[config.mk]
export PLATFORM = sky130hd
export DESIGN_NAME = fft_stage_ctrl
export DESIGN_NICKNAME = d
export VERILOG_FILES = /design/src/rtl/fft_stage_ctrl_pkg.sv /design/src/rtl/fft_stage_ctrl_addr_gen.sv /design/src/rtl/fft_stage_ctrl.sv
export SDC_FILE = /design/constraint.sdc
export NUM_CORES = 1
export LEC_CHECK = 0
export BUFFER_PORTS_ARGS = -buffer_cell sky130_fd_sc_hd__buf_2
export CAP_MARGIN = 20
export CORE_MARGIN = 3
export CORE_UTILIZATION = 45
export DETAILED_ROUTE_END_ITERATION = 7
export PLACE_DENSITY = 0.76
export SLEW_MARGIN = 20
export SYNTH_ARGS = -nofsm -noshare
export SYNTH_HDL_FRONTEND = slang
export SYNTH_SLANG_ARGS = --single-unit
[constraint.sdc]
create_clock -name clk_i -period 2.8 [get_ports clk_i]
set_input_delay 0.56 -clock clk_i [delete_from_list [all_inputs] [get_ports clk_i]]
set_output_delay 0.56 -clock clk_i [all_outputs]
set_load 0.01 [all_outputs]
[src/rtl/fft_stage_ctrl_pkg.sv]
// Shared definitions for the radix-2 DIT FFT stage sequencer.
//   STAGE_W    width of the stage index port
//   LOG2N_DEF  default transform size (log2)
//   OVF_W      number of kernel overflow lanes
//   OVF_CNT_W  width of the optional overflow-cycle counter
//   fsm_state_t  sequencer states IDLE/RUN/DRAIN/DONE
package fft_stage_ctrl_pkg;

  localparam int STAGE_W   = 4;
  localparam int LOG2N_DEF = 8;
  localparam int OVF_W     = 4;
  localparam int OVF_CNT_W = 16;

  typedef enum logic [1:0] {
    ST_IDLE  = 2'd0,
    ST_RUN   = 2'd1,
    ST_DRAIN = 2'd2,
    ST_DONE  = 2'd3
  } fsm_state_t;

endpackage

[src/rtl/fft_stage_ctrl_addr_gen.sv]
// fft_addr_gen: combinational butterfly address generator.
// For stage s (span h = 1<<s) and butterfly index j it returns
//   a  = j with a zero bit inserted at position s
//   b  = a + h (the same index with bit s set)
//   tw = (j mod h) scaled to the N/2-entry twiddle table
// Ports:
//   stage_i  in  STAGE_W   stage index (values >= LOG2N yield all-zero outputs)
//   j_i      in  LOG2N-1   butterfly index within the stage
//   a_o      out LOG2N     x1 sample address
//   b_o      out LOG2N     x2 sample address
//   tw_o     out LOG2N-1   twiddle index k of W_N^k
module fft_addr_gen
  import fft_stage_ctrl_pkg::*;
#(
  parameter int LOG2N = LOG2N_DEF
) (
  input  logic [STAGE_W-1:0] stage_i,
  input  logic [LOG2N-2:0]   j_i,
  output logic [LOG2N-1:0]   a_o,
  output logic [LOG2N-1:0]   b_o,
  output logic [LOG2N-2:0]   tw_o
);

  logic [LOG2N-1:0]   j_ext;
  logic [LOG2N-1:0]   span;
  logic [LOG2N-1:0]   low_mask;
  logic [LOG2N-1:0]   addr_a;
  logic [LOG2N-2:0]   tw;
  logic [STAGE_W-1:0] tw_shift;

  always_comb begin
    j_ext    = {1'b0, j_i};
    span     = '0;
    low_mask = '0;
    addr_a   = '0;
    tw       = '0;
    tw_shift = '0;
    if (int'(stage_i) < LOG2N) begin
      span     = LOG2N'(1) << stage_i;
      low_mask = span - LOG2N'(1);
      // Upper bits of j move up one place to open a hole at bit s.
      addr_a   = (((j_ext >> stage_i) << 1) << stage_i) | (j_ext & low_mask);
      tw_shift = STAGE_W'(LOG2N - 1) - stage_i;
      tw       = (j_i & low_mask[LOG2N-2:0]) << tw_shift;
    end
  end

  // Bit s of addr_a is always clear, so OR is the same as adding the span.
  assign a_o  = addr_a;
  assign b_o  = addr_a | span;
  assign tw_o = tw;

endmodule

[src/rtl/fft_stage_ctrl.sv]
// fft_stage_ctrl: sequencer for an in-place radix-2 DIT FFT.
// Walks LOG2N stages of N/2 butterflies, issuing one (x1,x2) read pair
// and twiddle index per cycle, then idles KERNEL_LAT cycles so the last
// write-back of a stage lands before the next stage reads it. Write-back
// addresses are the read addresses delayed by KERNEL_LAT cycles.
// Optional feature macro: FFT_OVF_CNT_EN adds ovf_cnt_o, a saturating
// count of write-back cycles that raised any overflow flag.
// Ports:
//   clk_i         in   clock
//   rst_n_i       in   asynchronous active-low reset
//   start_i       in   start a transform (only honoured in IDLE)
//   busy_o        out  high from start accept through the done_o cycle
//   done_o        out  one-cycle completion pulse
//   stage_o       out  current stage index
//   rd_en_o       out  sample-RAM read strobe
//   rd_addr_a_o   out  x1 read address
//   rd_addr_b_o   out  x2 read address
//   tw_addr_o     out  twiddle ROM index
//   wr_en_o       out  write-back strobe
//   wr_addr_a_o   out  X1 write address
//   wr_addr_b_o   out  X2 write address
//   ovf_i         in   kernel overflow flags, aligned with wr_en_o
//   ovf_sticky_o  out  OR of ovf_i over the write-backs of the current/last run
//   ovf_cnt_o     out  (FFT_OVF_CNT_EN only) overflowing write-back count
module fft_stage_ctrl
  import fft_stage_ctrl_pkg::*;
#(
  parameter int LOG2N      = LOG2N_DEF,
  parameter int KERNEL_LAT = 3
) (
  input  logic                 clk_i,
  input  logic                 rst_n_i,
  input  logic                 start_i,
  output logic                 busy_o,
  output logic                 done_o,
  output logic [STAGE_W-1:0]   stage_o,
  output logic                 rd_en_o,
  output logic [LOG2N-1:0]     rd_addr_a_o,
  output logic [LOG2N-1:0]     rd_addr_b_o,
  output logic [LOG2N-2:0]     tw_addr_o,
  output logic                 wr_en_o,
  output logic [LOG2N-1:0]     wr_addr_a_o,
  output logic [LOG2N-1:0]     wr_addr_b_o,
  input  logic [OVF_W-1:0]     ovf_i,
  output logic [OVF_W-1:0]     ovf_sticky_o
`ifdef FFT_OVF_CNT_EN
  ,
  output logic [OVF_CNT_W-1:0] ovf_cnt_o
`endif
);

  localparam int                 J_W        = LOG2N - 1;
  localparam logic [J_W-1:0]     J_LAST     = '1;
  localparam int                 DRN_W      = $clog2(KERNEL_LAT + 1);
  localparam logic [DRN_W-1:0]   DRN_LOAD   = DRN_W'(KERNEL_LAT);
  localparam logic [STAGE_W-1:0] STAGE_LAST = STAGE_W'(LOG2N - 1);

  fsm_state_t         state_q;
  logic [J_W-1:0]     j_q;
  logic [DRN_W-1:0]   drn_q;
  logic               start_acc;

  logic [STAGE_W-1:0] gen_stage;
  logic [J_W-1:0]     gen_j;
  logic [LOG2N-1:0]   gen_a;
  logic [LOG2N-1:0]   gen_b;
  logic [J_W-1:0]     gen_tw;

  logic               vld_p  [KERNEL_LAT];
  logic [LOG2N-1:0]   addr_a_p [KERNEL_LAT];
  logic [LOG2N-1:0]   addr_b_p [KERNEL_LAT];

  assign start_acc = (state_q == ST_IDLE) && start_i;

  // The address generator is fed the (stage, j) pair that will be on the
  // read port in the next cycle, so the read outputs can be registered
  // on the same edge that advances the counters.
  always_comb begin
    gen_stage = '0;
    gen_j     = '0;
    case (state_q)
      ST_RUN: begin
        gen_stage = stage_o;
        gen_j     = j_q + J_W'(1);
      end
      ST_DRAIN: begin
        gen_stage = stage_o + STAGE_W'(1);
      end
      default: begin
        gen_stage = '0;
        gen_j     = '0;
      end
    endcase
  end

  fft_addr_gen #(
    .LOG2N (LOG2N)
  ) u_addr_gen (
    .stage_i (gen_stage),
    .j_i     (gen_j),
    .a_o     (gen_a),
    .b_o     (gen_b),
    .tw_o    (gen_tw)
  );

  // ---- stage p0: sequencer FSM and registered read port ----
  always_ff @(posedge clk_i or negedge rst_n_i) begin
    if (!rst_n_i) begin
      state_q     <= ST_IDLE;
      stage_o     <= '0;
      j_q         <= '0;
      drn_q       <= '0;
      busy_o      <= 1'b0;
      done_o      <= 1'b0;
      rd_en_o     <= 1'b0;
      rd_addr_a_o <= '0;
      rd_addr_b_o <= '0;
      tw_addr_o   <= '0;
    end else begin
      done_o <= 1'b0;
      case (state_q)
        ST_IDLE: begin
          if (start_i) begin
            state_q     <= ST_RUN;
            busy_o      <= 1'b1;
            stage_o     <= '0;
            j_q         <= '0;
            rd_en_o     <= 1'b1;
            rd_addr_a_o <= gen_a;
            rd_addr_b_o <= gen_b;
            tw_addr_o   <= gen_tw;
          end
        end
        ST_RUN: begin
          if (j_q == J_LAST) begin
            state_q <= ST_DRAIN;
            drn_q   <= DRN_LOAD;
            rd_en_o <= 1'b0;
          end else begin
            j_q         <= gen_j;
            rd_en_o     <= 1'b1;
            rd_addr_a_o <= gen_a;
            rd_addr_b_o <= gen_b;
            tw_addr_o   <= gen_tw;
          end
        end
        ST_DRAIN: begin
          // Exactly KERNEL_LAT idle read cycles, so the first read of the
          // next stage comes one cycle after the last write of this one.
          if (drn_q == DRN_W'(1)) begin
            if (stage_o == STAGE_LAST) begin
              state_q <= ST_DONE;
              done_o  <= 1'b1;
            end else begin
              state_q     <= ST_RUN;
              stage_o     <= gen_stage;
              j_q         <= '0;
              rd_en_o     <= 1'b1;
              rd_addr_a_o <= gen_a;
              rd_addr_b_o <= gen_b;
              tw_addr_o   <= gen_tw;
            end
          end else begin
            drn_q <= drn_q - DRN_W'(1);
          end
        end
        ST_DONE: begin
          state_q <= ST_IDLE;
          busy_o  <= 1'b0;
        end
        default: begin
          state_q <= ST_IDLE;
        end
      endcase
    end
  end

  // ---- stages p1..pKERNEL_LAT: write-back address delay line ----
  always_ff @(posedge clk_i or negedge rst_n_i) begin
    if (!rst_n_i) begin
      for (int i = 0; i < KERNEL_LAT; i++) begin
        vld_p[i]    <= 1'b0;
        addr_a_p[i] <= '0;
        addr_b_p[i] <= '0;
      end
    end else begin
      vld_p[0]    <= rd_en_o;
      addr_a_p[0] <= rd_addr_a_o;
      addr_b_p[0] <= rd_addr_b_o;
      for (int i = 1; i < KERNEL_LAT; i++) begin
        vld_p[i]    <= vld_p[i-1];
        addr_a_p[i] <= addr_a_p[i-1];
        addr_b_p[i] <= addr_b_p[i-1];
      end
    end
  end

  assign wr_en_o     = vld_p[KERNEL_LAT-1];
  assign wr_addr_a_o = addr_a_p[KERNEL_LAT-1];
  assign wr_addr_b_o = addr_b_p[KERNEL_LAT-1];

  // ---- write-back side: overflow collection ----
  // Flags are only meaningful while a write-back is on the bus.
  always_ff @(posedge clk_i or negedge rst_n_i) begin
    if (!rst_n_i) begin
      ovf_sticky_o <= '0;
    end else if (start_acc) begin
      ovf_sticky_o <= '0;
    end else if (wr_en_o) begin
      ovf_sticky_o <= ovf_sticky_o | ovf_i;
    end
  end

`ifdef FFT_OVF_CNT_EN
  function automatic logic [OVF_CNT_W-1:0] sat_inc(input logic [OVF_CNT_W-1:0] v);
    return (&v) ? v : v + OVF_CNT_W'(1);
  endfunction

  always_ff @(posedge clk_i or negedge rst_n_i) begin
    if (!rst_n_i) begin
      ovf_cnt_o <= '0;
    end else if (start_acc) begin
      ovf_cnt_o <= '0;
    end else if (wr_en_o && (|ovf_i)) begin
      ovf_cnt_o <= sat_inc(ovf_cnt_o);
    end
  end
`endif

endmodule

Word level (Yosys, flattened, before mapping)
Cells that the tools add are included.

storage, ports and cells
  output and inout bits = 51
  register bits = 96
  word-level logic and storage cells = 108

cells by class
  bitwise gates (word level) = 5
  add/sub/neg operators = 5
  eq/ne operators = 12
  shift operators = 4
  mux-type cells = 48
  reductions and logical operators = 13
  order comparisons = 1

operators by type and width
  kind                 count
  $mux 8               10
  $mux 7               10
  $pmux 8 s3           2
  $pmux 7 s3           2
  $mux 4               5
  $or 8x8->8           2
  $pmux 4 s2           2
  $mux 2               6
  $ne 2x2->1 const B   6
  $and 7x8->8          1
  $pmux 2 s4           1
  $reduce_and 4->1     2
  $reduce_bool 2->1    4
  $shl 1x4->8 const A  1
  $shl 8x4->8          1
  $sub 8x1->8 const B  1
  $add 7x1->7 const B  1
  $and 7x7->7          1
  $eq 7x7->1 const B   1
  $mux 1               7
  $shl 7x4->7          1
  $shr 7x4->7          1
  $reduce_and 3->1     2
  $reduce_and 5->1     1
  15 further kinds     17

Longest topological paths before layout
Gate-level depths: netlist of run 1.

  depth after elaboration = 11
  gate-level depth with buffers = 16

By module
A second synthesis of run 1 with hierarchy kept.

second synthesis, totals
  cell total of the unflattened synthesis = 360
  area total of the unflattened synthesis = 4356.7 µm²

modules (own cells, without submodules)
  module          times used  area each (µm²)  seq. area each (µm²)  cells an instance
  fft_stage_ctrl  1           3654.8           2402.3                242
  fft_addr_gen    1           701.9            0.0                   118

Worst setup path before layout of run 1
No wires, ideal clock.

  path type = register to register
  from = register state_q[0]
  to = register tw_addr_o[6]
  stages on the path, launching flop included = 15
  arrival time = 2949 ps
  setup time = 126 ps
  setup slack = -275 ps
  period minus slack after synthesis = 3075 ps
  required time = 2674 ps
  cells stage by stage = dfrtp_1 > inv_1 > ha_1 > buf_2 > and2_1 > a32oi_2 > nand2_1 > nor2_1 > inv_1 > ha_1 > and3_1 > a31o_1 > a32oi_1 > a221oi_1 > a221o_1

on the way
  word-level cells in the longest chain between the ends = 10
  elaborated cells between the ends (all ways) = 23
  classes of those cells = add/sub (2); order compare (1); eq/ne (6); shift (2); mux (8); bitwise (1); reduce/logical (3)

ends and longest elaborated chain
  item                                      RTL line                                     text
  start: declaration                        fft_stage_ctrl.sv:58                         fsm_state_t state_q;
  start signal: assignment                  fft_stage_ctrl.sv:109                        state_q <= ST_IDLE;
  start signal: assignment                  fft_stage_ctrl.sv:124                        state_q <= ST_RUN;
  start signal: assignment                  fft_stage_ctrl.sv:136                        state_q <= ST_DRAIN;
  $eq 2x2->1 or $eq 2x1->1 (tied branches)  fft_stage_ctrl.sv:81, fft_stage_ctrl.sv:121
  $pmux 4 s2                                fft_stage_ctrl.sv:81                         case (state_q)
  $shl 1x4->8                               fft_stage_ctrl_addr_gen.sv:39                span = LOG2N'(1) << stage_i;
  $sub 8x1->8                               fft_stage_ctrl_addr_gen.sv:40                low_mask = span - LOG2N'(1);
  $and 7x7->7                               fft_stage_ctrl_addr_gen.sv:44                tw = (j_i & low_mask[LOG2N-2:0]) << tw_shift;
  $shl 7x4->7                               fft_stage_ctrl_addr_gen.sv:44
  $mux 7                                    fft_stage_ctrl_addr_gen.sv:38                if (int'(stage_i) < LOG2N) begin
  $mux 7                                    fft_stage_ctrl.sv:151                        if (stage_o == STAGE_LAST) begin
  $mux 7                                    fft_stage_ctrl.sv:150                        if (drn_q == DRN_W'(1)) begin
  $pmux 7 s3                                fft_stage_ctrl.sv:121                        case (state_q)
  end signal: assignment                    fft_stage_ctrl.sv:131                        tw_addr_o <= gen_tw;
  end signal: assignment                    fft_stage_ctrl.sv:144                        tw_addr_o <= gen_tw;
  end signal: assignment                    fft_stage_ctrl.sv:161                        tw_addr_o <= gen_tw;
  end: declaration                          fft_stage_ctrl.sv:40                         output logic [LOG2N-2:0] tw_addr_o,

Parallel ways exist; a longest one is shown, timed or not. The select of a mux whose other input is x is not followed.
A chain may end at the register's enable or synchronous reset.

Final worst setup path of run 1
  from = register state_q[1]
  to = register rd_addr_b_o[3]

on the way
  word-level cells in the longest chain between the ends = 11
  elaborated cells between the ends (all ways) = 26
  classes of those cells = add/sub (1); order compare (1); eq/ne (6); shift (3); mux (9); bitwise (3); reduce/logical (3)

ends and longest elaborated chain
  item                                      RTL line                                     text
  $eq 2x2->1 or $eq 2x1->1 (tied branches)  fft_stage_ctrl.sv:81, fft_stage_ctrl.sv:121
  $pmux 4 s2                                fft_stage_ctrl.sv:81
  $shl 1x4->8                               fft_stage_ctrl_addr_gen.sv:39
  $sub 8x1->8                               fft_stage_ctrl_addr_gen.sv:40
  $and 7x8->8                               fft_stage_ctrl_addr_gen.sv:42                addr_a = (((j_ext >> stage_i) << 1) << stage_i) | (j_ext & low_mask);
  $or 8x8->8                                fft_stage_ctrl_addr_gen.sv:42
  $mux 8                                    fft_stage_ctrl_addr_gen.sv:38
  $or 8x8->8                                fft_stage_ctrl_addr_gen.sv:50                assign b_o = addr_a | span;
  $mux 8                                    fft_stage_ctrl.sv:151
  $mux 8                                    fft_stage_ctrl.sv:150
  $pmux 8 s3                                fft_stage_ctrl.sv:121
  end signal: assignment                    fft_stage_ctrl.sv:130                        rd_addr_b_o <= gen_b;
  end signal: assignment                    fft_stage_ctrl.sv:143                        rd_addr_b_o <= gen_b;
  end signal: assignment                    fft_stage_ctrl.sv:160                        rd_addr_b_o <= gen_b;
  end: declaration                          fft_stage_ctrl.sv:39                         output logic [LOG2N-1:0] rd_addr_b_o,

Parallel ways exist; a longest one is shown, timed or not. The select of a mux whose other input is x is not followed.

==> flow_metrics.env, run 1 <==
export IMPL_outcome="completed"
export IMPL_routed_top_layer="met4"
export IMPL_grt_pass1_wl_um=19900
export IMPL_synthMuxAreaShare=0.0119
export IMPL_via_count=3905
export IMPL_clkTransAtPathRegs_ns=0.11
export IMPL_antenna_cells=0
export IMPL_worstPathRequired_ns=3.07
export IMPL_yosys_area_share_simple=0.154
export IMPL_r2r_end="rd_addr_b_o[3]"
export IMPL_period_share=0.983
export IMPL_core_sq_um=9500
export IMPL_port_buffers=57
export IMPL_rsz0062_at_grt="true"
export IMPL_powerDensity_nw_per_um2=405
export IMPL_ys_async_sr_fraction=1.00
export IMPL_critPathMaxStageDelay_ns=0.43
export IMPL_overflow=0
export IMPL_synthAdderAreaFrac=0.0276
export IMPL_finalSetupTns_ns=0
export IMPL_fmax_ghz=0.363
export IMPL_synth_compound_area_frac=0.200
export IMPL_cp_slowest_cell="dfrtp_1"
export IMPL_place_congestion=1.02
export IMPL_p_leak_nw=2.71
export IMPL_synth_top_family_by_area="compound AO/OA/AOI/OAI gates"
export IMPL_fin_hold_ws_ns=0.104
export IMPL_synthXorXnorAreaFrac=0.0135
export IMPL_clk_latency_ns=0.38
export IMPL_vdd_drop_max_uv=280
export IMPL_crit_fanout=5
export IMPL_path_buf_inv=4
export IMPL_crit_family="compound AO/OA/AOI/OAI gates"
export IMPL_ys_types=65
export IMPL_wl_met2_um=5580
export IMPL_nets=559
export IMPL_ys_warn_count=0
export IMPL_syn_cell_area_sq_um=4530
export IMPL_slew_viol_final=0
export IMPL_layout_drive_gt1_share=0.356
export IMPL_first_global_vias=3751
export IMPL_firstDrtPassIters=5
export IMPL_via_per_inst=5.78
export IMPL_rr_startpoint="state_q[1]"
export IMPL_cts_tree="done"
export IMPL_holdCritPathClass="primary input to asynchronous set/reset pin"
export IMPL_wl_met3_um=938
export IMPL_total_power_mw=2.33
export IMPL_num_rows=35
export IMPL_finClkSkew_ns=0.0174
export IMPL_clockBufferDepth=2
export IMPL_cts_max_level=3
export IMPL_period_minus_slack_ns=2.75
export IMPL_hold_viol=0
export IMPL_die_area_sq_um=11300
export IMPL_path_class="flop to flop"
export IMPL_cap_violations=0
export IMPL_critPathCaptureType="flop"
export IMPL_worst_path_most_repeated_cell="a21oi_1"
export IMPL_die_w_um=106
export IMPL_io_pins=58
export IMPL_synth_most_common_cell="dfrtp_1"
export IMPL_reg2reg_setup_slack_ns=0.05
export IMPL_post_dp_hpwl_um=9090
export IMPL_worst_pin_slew_ns=0.559
export IMPL_ys_ff_latch=96
export IMPL_synth_area_top_cells="dfrtp_1 (53%), nand2_1 (3.6%), a21oi_1 (3.4%)"
export IMPL_crit_chain="inv_2 -> ha_4 -> and2_4 -> a32oi_4 -> buf_6 -> a221oi_2 -> a21oi_1 -> a21oi_1 -> buf_4 -> a221oi_4 -> buf_4 -> a21oi_1 -> o22a_1"
export IMPL_wirelength_um=12200
export IMPL_fillCellCount=811
export IMPL_yosysTopAreaCell="dfrtp_1"
export IMPL_maxSlewHeadroom=0.623
export IMPL_synth_edff_count=0
export IMPL_syn2layout_area_growth_pct=26.8
export IMPL_grt_usage=0.225
export IMPL_root_buffer="clkbuf_8"
export IMPL_synth_cells=435
export IMPL_synth_yosys_seq_area_share=0.531
export IMPL_setup_viol=0
export IMPL_route_detailed_drc=0
export IMPL_die_h_um=106
export IMPL_clock_sinks=96
export IMPL_synthFlopType="dfrtp_1"
export IMPL_arrival_ns=3.02
export IMPL_syn_avg_cell_area_sq_um=10.4
export IMPL_drtIter0Drc=391
export IMPL_wl_per_cell_um=18.0
export IMPL_holdBufCountCts=0
export IMPL_initial_core_util=0.476
export IMPL_grt_max_degree=70
export IMPL_synthesis_nets=452
export IMPL_grt_antenna_before_repair=0
export IMPL_final_antenna_net_count=0
export IMPL_wl_met1_um=5340
export IMPL_synth_top_cell_area_share=0.531
export IMPL_synth_common_cells="dfrtp_1 (96), nand2_1 (44), nor2_1 (33), a21oi_1 (31), o21ai_0 (24)"
export IMPL_cts_buffers_inserted=9
export IMPL_r2r_cells=13
export IMPL_critPathLaunchType="flop"
stage by stage:
step,instance area (sq um),worst slack (ns),std cells,util
global route,5740,-0.0714,676,0.604
global placement,5410,-0.0160,656,0.569
CTS,5630,0.0181,672,0.592
detailed placement,5410,-0.0909,656,0.569
floorplan,4590,0.0190,435,-
finish,5740,0.0463,676,0.604
placed cells by master (no fill, tap or decap), types with 4 or more instances in the layout:
| master | count |
|---|---|
| inv_1 | 9 |
| buf_4 | 75 |
| clkbuf_8 | 9 |
| nor2_1 | 32 |
| dfrtp_1 | 96 |
| ha_1 | 6 |
| nand2_1 | 41 |
| a21oi_1 | 29 |
| o22ai_1 | 4 |
| buf_2 | 56 |
| a21o_1 | 6 |
| nand3_1 | 12 |
| nor3_2 | 4 |
| a221oi_2 | 5 |
| o21ai_0 | 23 |
| a31oi_1 | 4 |
| nor3_1 | 10 |
| and3_1 | 7 |
| and2_1 | 7 |
routing by layer:
layer / GRT usage / vias up
met5: 0 / -
met4: 0.0888 / 0
met3: 0.0480 / 33
met2: 0.335 / 173
met1: 0.321 / 1921
li1: - / 1778
worst max-delay path by stage:
| stage | startpoint | to | slack (ns) | cells after the start |
|---|---|---|---|---|
| floorplan | state_q[0] | tw_addr_o[6] | 0.02 | 14 |
| global placement | state_q[1] | rd_addr_b_o[6] | -0.02 | 11 |
| detailed placement | state_q[1] | rd_addr_b_o[6] | -0.09 | 11 |
| CTS | state_q[0] | tw_addr_o[6] | 0.02 | 13 |
| global route | state_q[1] | rd_addr_b_o[6] | -0.07 | 14 |
| finish | state_q[1] | rd_addr_b_o[3] | 0.05 | 13 |
timing repair:
| item | in CTS | in global routing |
|---|---|---|
| gates resized for setup | 3 | 18 |
| gates cloned | 0 | 0 |
| buffers inserted | 0 | 4 |
| setup endpoints to repair | 7 | 17 |
| pin swaps | 0 | 2 |
where the power goes:
part | switching (mW) | internal, mW
logic | 0.0279 | 0.00637
clock network | 0.549 | 0.358
registers | 0.00000000000000229 | 1.39
cells by family after synthesis:
group,Yosys count
compound gates,126
flops,96
xor+xnor,7
fa+ha+maj,10
buf+inv,52
simple gates,139
mux,5
state kept, by name, summed over array words and instances, names as in the netlist, 4 cells and up:
signal	flops
addr_a_p	16
wr_addr_a_o	8
rd_addr_b_o	8
j_q	7
tw_addr_o	7
rd_addr_a_o	8
wr_addr_b_o	8
stage_o	4
ovf_sticky_o	4
addr_b_p	16
final cells by class:
class | instances | area, sq um | area share
clock inverters | 7 | 81.3 | 0.0142
inverters | 12 | 45.0 | 0.00784
multi-input cells | 287 | 2000 | 0.349
clock buffers | 9 | 124 | 0.0216
well taps | 129 | 161 | 0.0281
flip-flops and latches | 96 | 2400 | 0.418
repair buffers | 136 | 926 | 0.161
Note: power is estimated with default switching activity, not from simulation.
==> inputs of run 2 (changes only) <==
Settings changed: ABC_AREA set to 1.
==> flow_metrics.env, run 2 <==
export IMPL_path_class="flop to flop"
export IMPL_ys_warn_count=0
export IMPL_die_area_sq_um=11200
export IMPL_critPathCaptureType="flop"
export IMPL_finalSetupTns_ns=0
export IMPL_post_dp_hpwl_um=7380
export IMPL_setup_viol=0
export IMPL_ys_ff_latch=96
export IMPL_place_area_sq_um=4840
export IMPL_cts_buffers_inserted=9
export IMPL_yosysTopAreaCell="dfrtp_1"
export IMPL_synth_top_cell_area_share=0.535
export IMPL_via_count=3416
export IMPL_initial_core_util=0.475
export IMPL_via_per_inst=5.06
export IMPL_num_rows=35
export IMPL_crit_fanout=13
export IMPL_clkTransAtPathRegs_ns=0.10
export IMPL_syn2layout_area_growth_pct=12.3
export IMPL_hold_viol=0
export IMPL_pwr_share_seq=0.612
export IMPL_cap_violations=0
export IMPL_syn_avg_cell_area_sq_um=9.26
export IMPL_ys_types=40
export IMPL_slew_viol_final=0
export IMPL_io_pins=58
export IMPL_fin_cells=675
export IMPL_vdd_drop_max_uv=275
export IMPL_nets=558
export IMPL_worstPathRequired_ns=3.10
export IMPL_grt_antenna_before_repair=0
export IMPL_wl_met3_um=573
export IMPL_layout_drive_gt1_share=0.271
export IMPL_antenna_cells=0
export IMPL_fin_hold_ws_ns=0.165
export IMPL_p_leak_nw=2.69
export IMPL_reg_top3="addr_a_p x16, addr_b_p x16"
export IMPL_core_sq_um=9460
export IMPL_switching_share=0.234
export IMPL_synthesis_nets=502
export IMPL_overflow=0
export IMPL_clock_sinks=96
export IMPL_dp_worst_setup_slack_ns=0.0788
export IMPL_finClkSkew_ns=0.0116
export IMPL_final_common_cell="nand2_1"
export IMPL_place_congestion=0.958
export IMPL_wl_met2_um=4430
export IMPL_period_share=0.917
export IMPL_period_minus_slack_ns=2.57
export IMPL_fin_area_sq_um=5040
export IMPL_ys_async_sr_fraction=1.00
export IMPL_p_clk_frac=0.372
export IMPL_powerDensity_nw_per_um2=449
export IMPL_worst_pin_slew_ns=0.483
export IMPL_synth_most_common_cell="nand2_1"
export IMPL_total_power_mw=2.26
export IMPL_synthFlopType="dfrtp_1"
export IMPL_clockBufferDepth=2
export IMPL_worst_path_most_repeated_cell="nand2_1"
export IMPL_outcome="completed"
export IMPL_clk_latency_ns=0.35
export IMPL_pwr_share_comb=0.016
export IMPL_fmax_ghz=0.389
export IMPL_holdCritPathClass="primary input to asynchronous set/reset pin"
export IMPL_cts_tree="done"
export IMPL_critPathMaxStageDelay_ns=0.47
export IMPL_grt_max_degree=43
export IMPL_first_global_vias=3345
export IMPL_grt_pass1_wl_um=16600
export IMPL_synth_edff_count=0
export IMPL_drtIter0Drc=266
export IMPL_synth_common_cells="nand2_1 (122), dfrtp_1 (96), nand3_1 (49), inv_1 (35), o21ai_0 (26)"
export IMPL_mostFrequentLayoutCells="nand2_1 (122), dfrtp_1 (94), buf_2 (56)"
export IMPL_root_buffer="clkbuf_8"
export IMPL_final_setup_worst_slack_ns=0.233
export IMPL_critPathLaunchType="flop"
export IMPL_port_buffers=57
export IMPL_firstDrtPassIters=5
export IMPL_rr_startpoint="stage_o[1]"
export IMPL_synth_yosys_seq_area_share=0.535
export IMPL_route_detailed_drc=0
export IMPL_synth_area_top_cells="dfrtp_1 (53%), nand2_1 (10%), nand3_1 (5.5%)"
export IMPL_wl_met1_um=4490
export IMPL_numPlacedInstances=659
export IMPL_synth_cells=485
export IMPL_cts_max_level=3
export IMPL_die_h_um=106
export IMPL_internal_power_mw=1.73
export IMPL_wl_per_cell_um=14.3
export IMPL_crit_chain="ha_1 -> nand2_1 -> nand2_4 -> nand2_4 -> clkinv_2 -> nor2_1 -> nand2_1 -> ha_1 -> nor2_2 -> inv_1 -> o211ai_1 -> nand2_1 -> nand2_1 -> nand3_1 -> nand2_1"
export IMPL_cp_startpoint="stage_o[1]"
export IMPL_syn_cell_area_sq_um=4490
export IMPL_arrival_ns=2.87
export IMPL_cp_slowest_cell="dfrtp_1"
export IMPL_routed_top_layer="met4"
export IMPL_utilization=0.533
export IMPL_grt_usage=0.186
export IMPL_fillCellCount=899
export IMPL_maxSlewHeadroom=0.678
export IMPL_switchingPower_uw=530
export IMPL_wirelength_um=9680
export IMPL_final_antenna_net_count=0
export IMPL_die_w_um=106
[run 2: changes by cell type in the layout (fill, tap and decap cells not counted), sizes merged, moves of 7 or more]
cell	previous run	this run
o21ai	26	39
nand2	44	140
nand3	13	54
a221oi	8	0
and3	7	0
a21oi	31	4
nor3	15	3
buf	136	76
inv	16	48
nand4	3	10
and2	8	1
[run 2: cell type report]
| cell class | instances | area [sq um] | share of cell area |
|---|---|---|---|
| sequential | 96 | 2400 | 0.477 |
| inverter | 46 | 179 | 0.0355 |
| clock buffer | 9 | 124 | 0.0246 |
| clock inverter | 7 | 60.1 | 0.0119 |
| timing repair buffer | 76 | 443 | 0.0878 |
| tap | 129 | 161 | 0.0320 |
| multi-input combinational | 312 | 1670 | 0.331 |
[run 2: per-layer routing]
metal,vias up,track usage
met5,-,0
met1,1610,0.259
met4,0,0.0620
li1,1673,-
met2,116,0.290
met3,17,0.0437
[run 2: final timing paths]
path / end / slack (ns) / cells after the start
setup / recovery: tw_addr_o[6] / 0.23 / 15
hold / removal: state_q[0] / 0.16 / 1
setup reg to reg: tw_addr_o[6] / 0.23 / 15
hold reg to reg: wr_addr_a_o[7] / 0.35 / 0
max in group asynchronous: wr_addr_b_o[1] / 2.01 / 2
min in group clk_i: wr_addr_a_o[7] / 0.35 / 0
[run 2: power by group through the flow]
| stage | registers (mW) | logic (mW) | clock network, mW |
|---|---|---|---|
| 6_report | 1.39 | 0.0358 | 0.842 |
| 2_1_floorplan | 1.41 | 0.00196 | 0 |
| 5_1_grt | 1.39 | 0.0431 | 0.944 |
| 4_1_cts | 1.39 | 0.0385 | 0.864 |
| 3_5_place_dp | 1.41 | 0.0386 | 0 |
| 3_3_place_gp | 1.41 | 0.0372 | 0 |
[run 2: critical path, delay by kind of cell, from the launching register on]
family / cells / cell delay [ns]
and+or+nand+nor: 10 / 1.06
AOI/OAI and AO/OA: 1 / 0.16
buffers and inverters: 2 / 0.19
DFF: 1 / 0.47
adders and majority gates: 2 / 0.64
[run 2: cells by family after synthesis]
| family | after synthesis | synth area share |
|---|---|---|
| fa+ha+maj | 10 | 0.0278 |
| compound gates | 61 | 0.0835 |
| simple gates | 241 | 0.256 |
| flops | 96 | 0.535 |
| buf+inv | 77 | 0.0977 |
[run 2: timing repair]
action,4_1_cts,5_1_grt
setup buffers,0,0
resized for setup,0,8
setup endpoints to repair,0,14
hold buffers,0,0
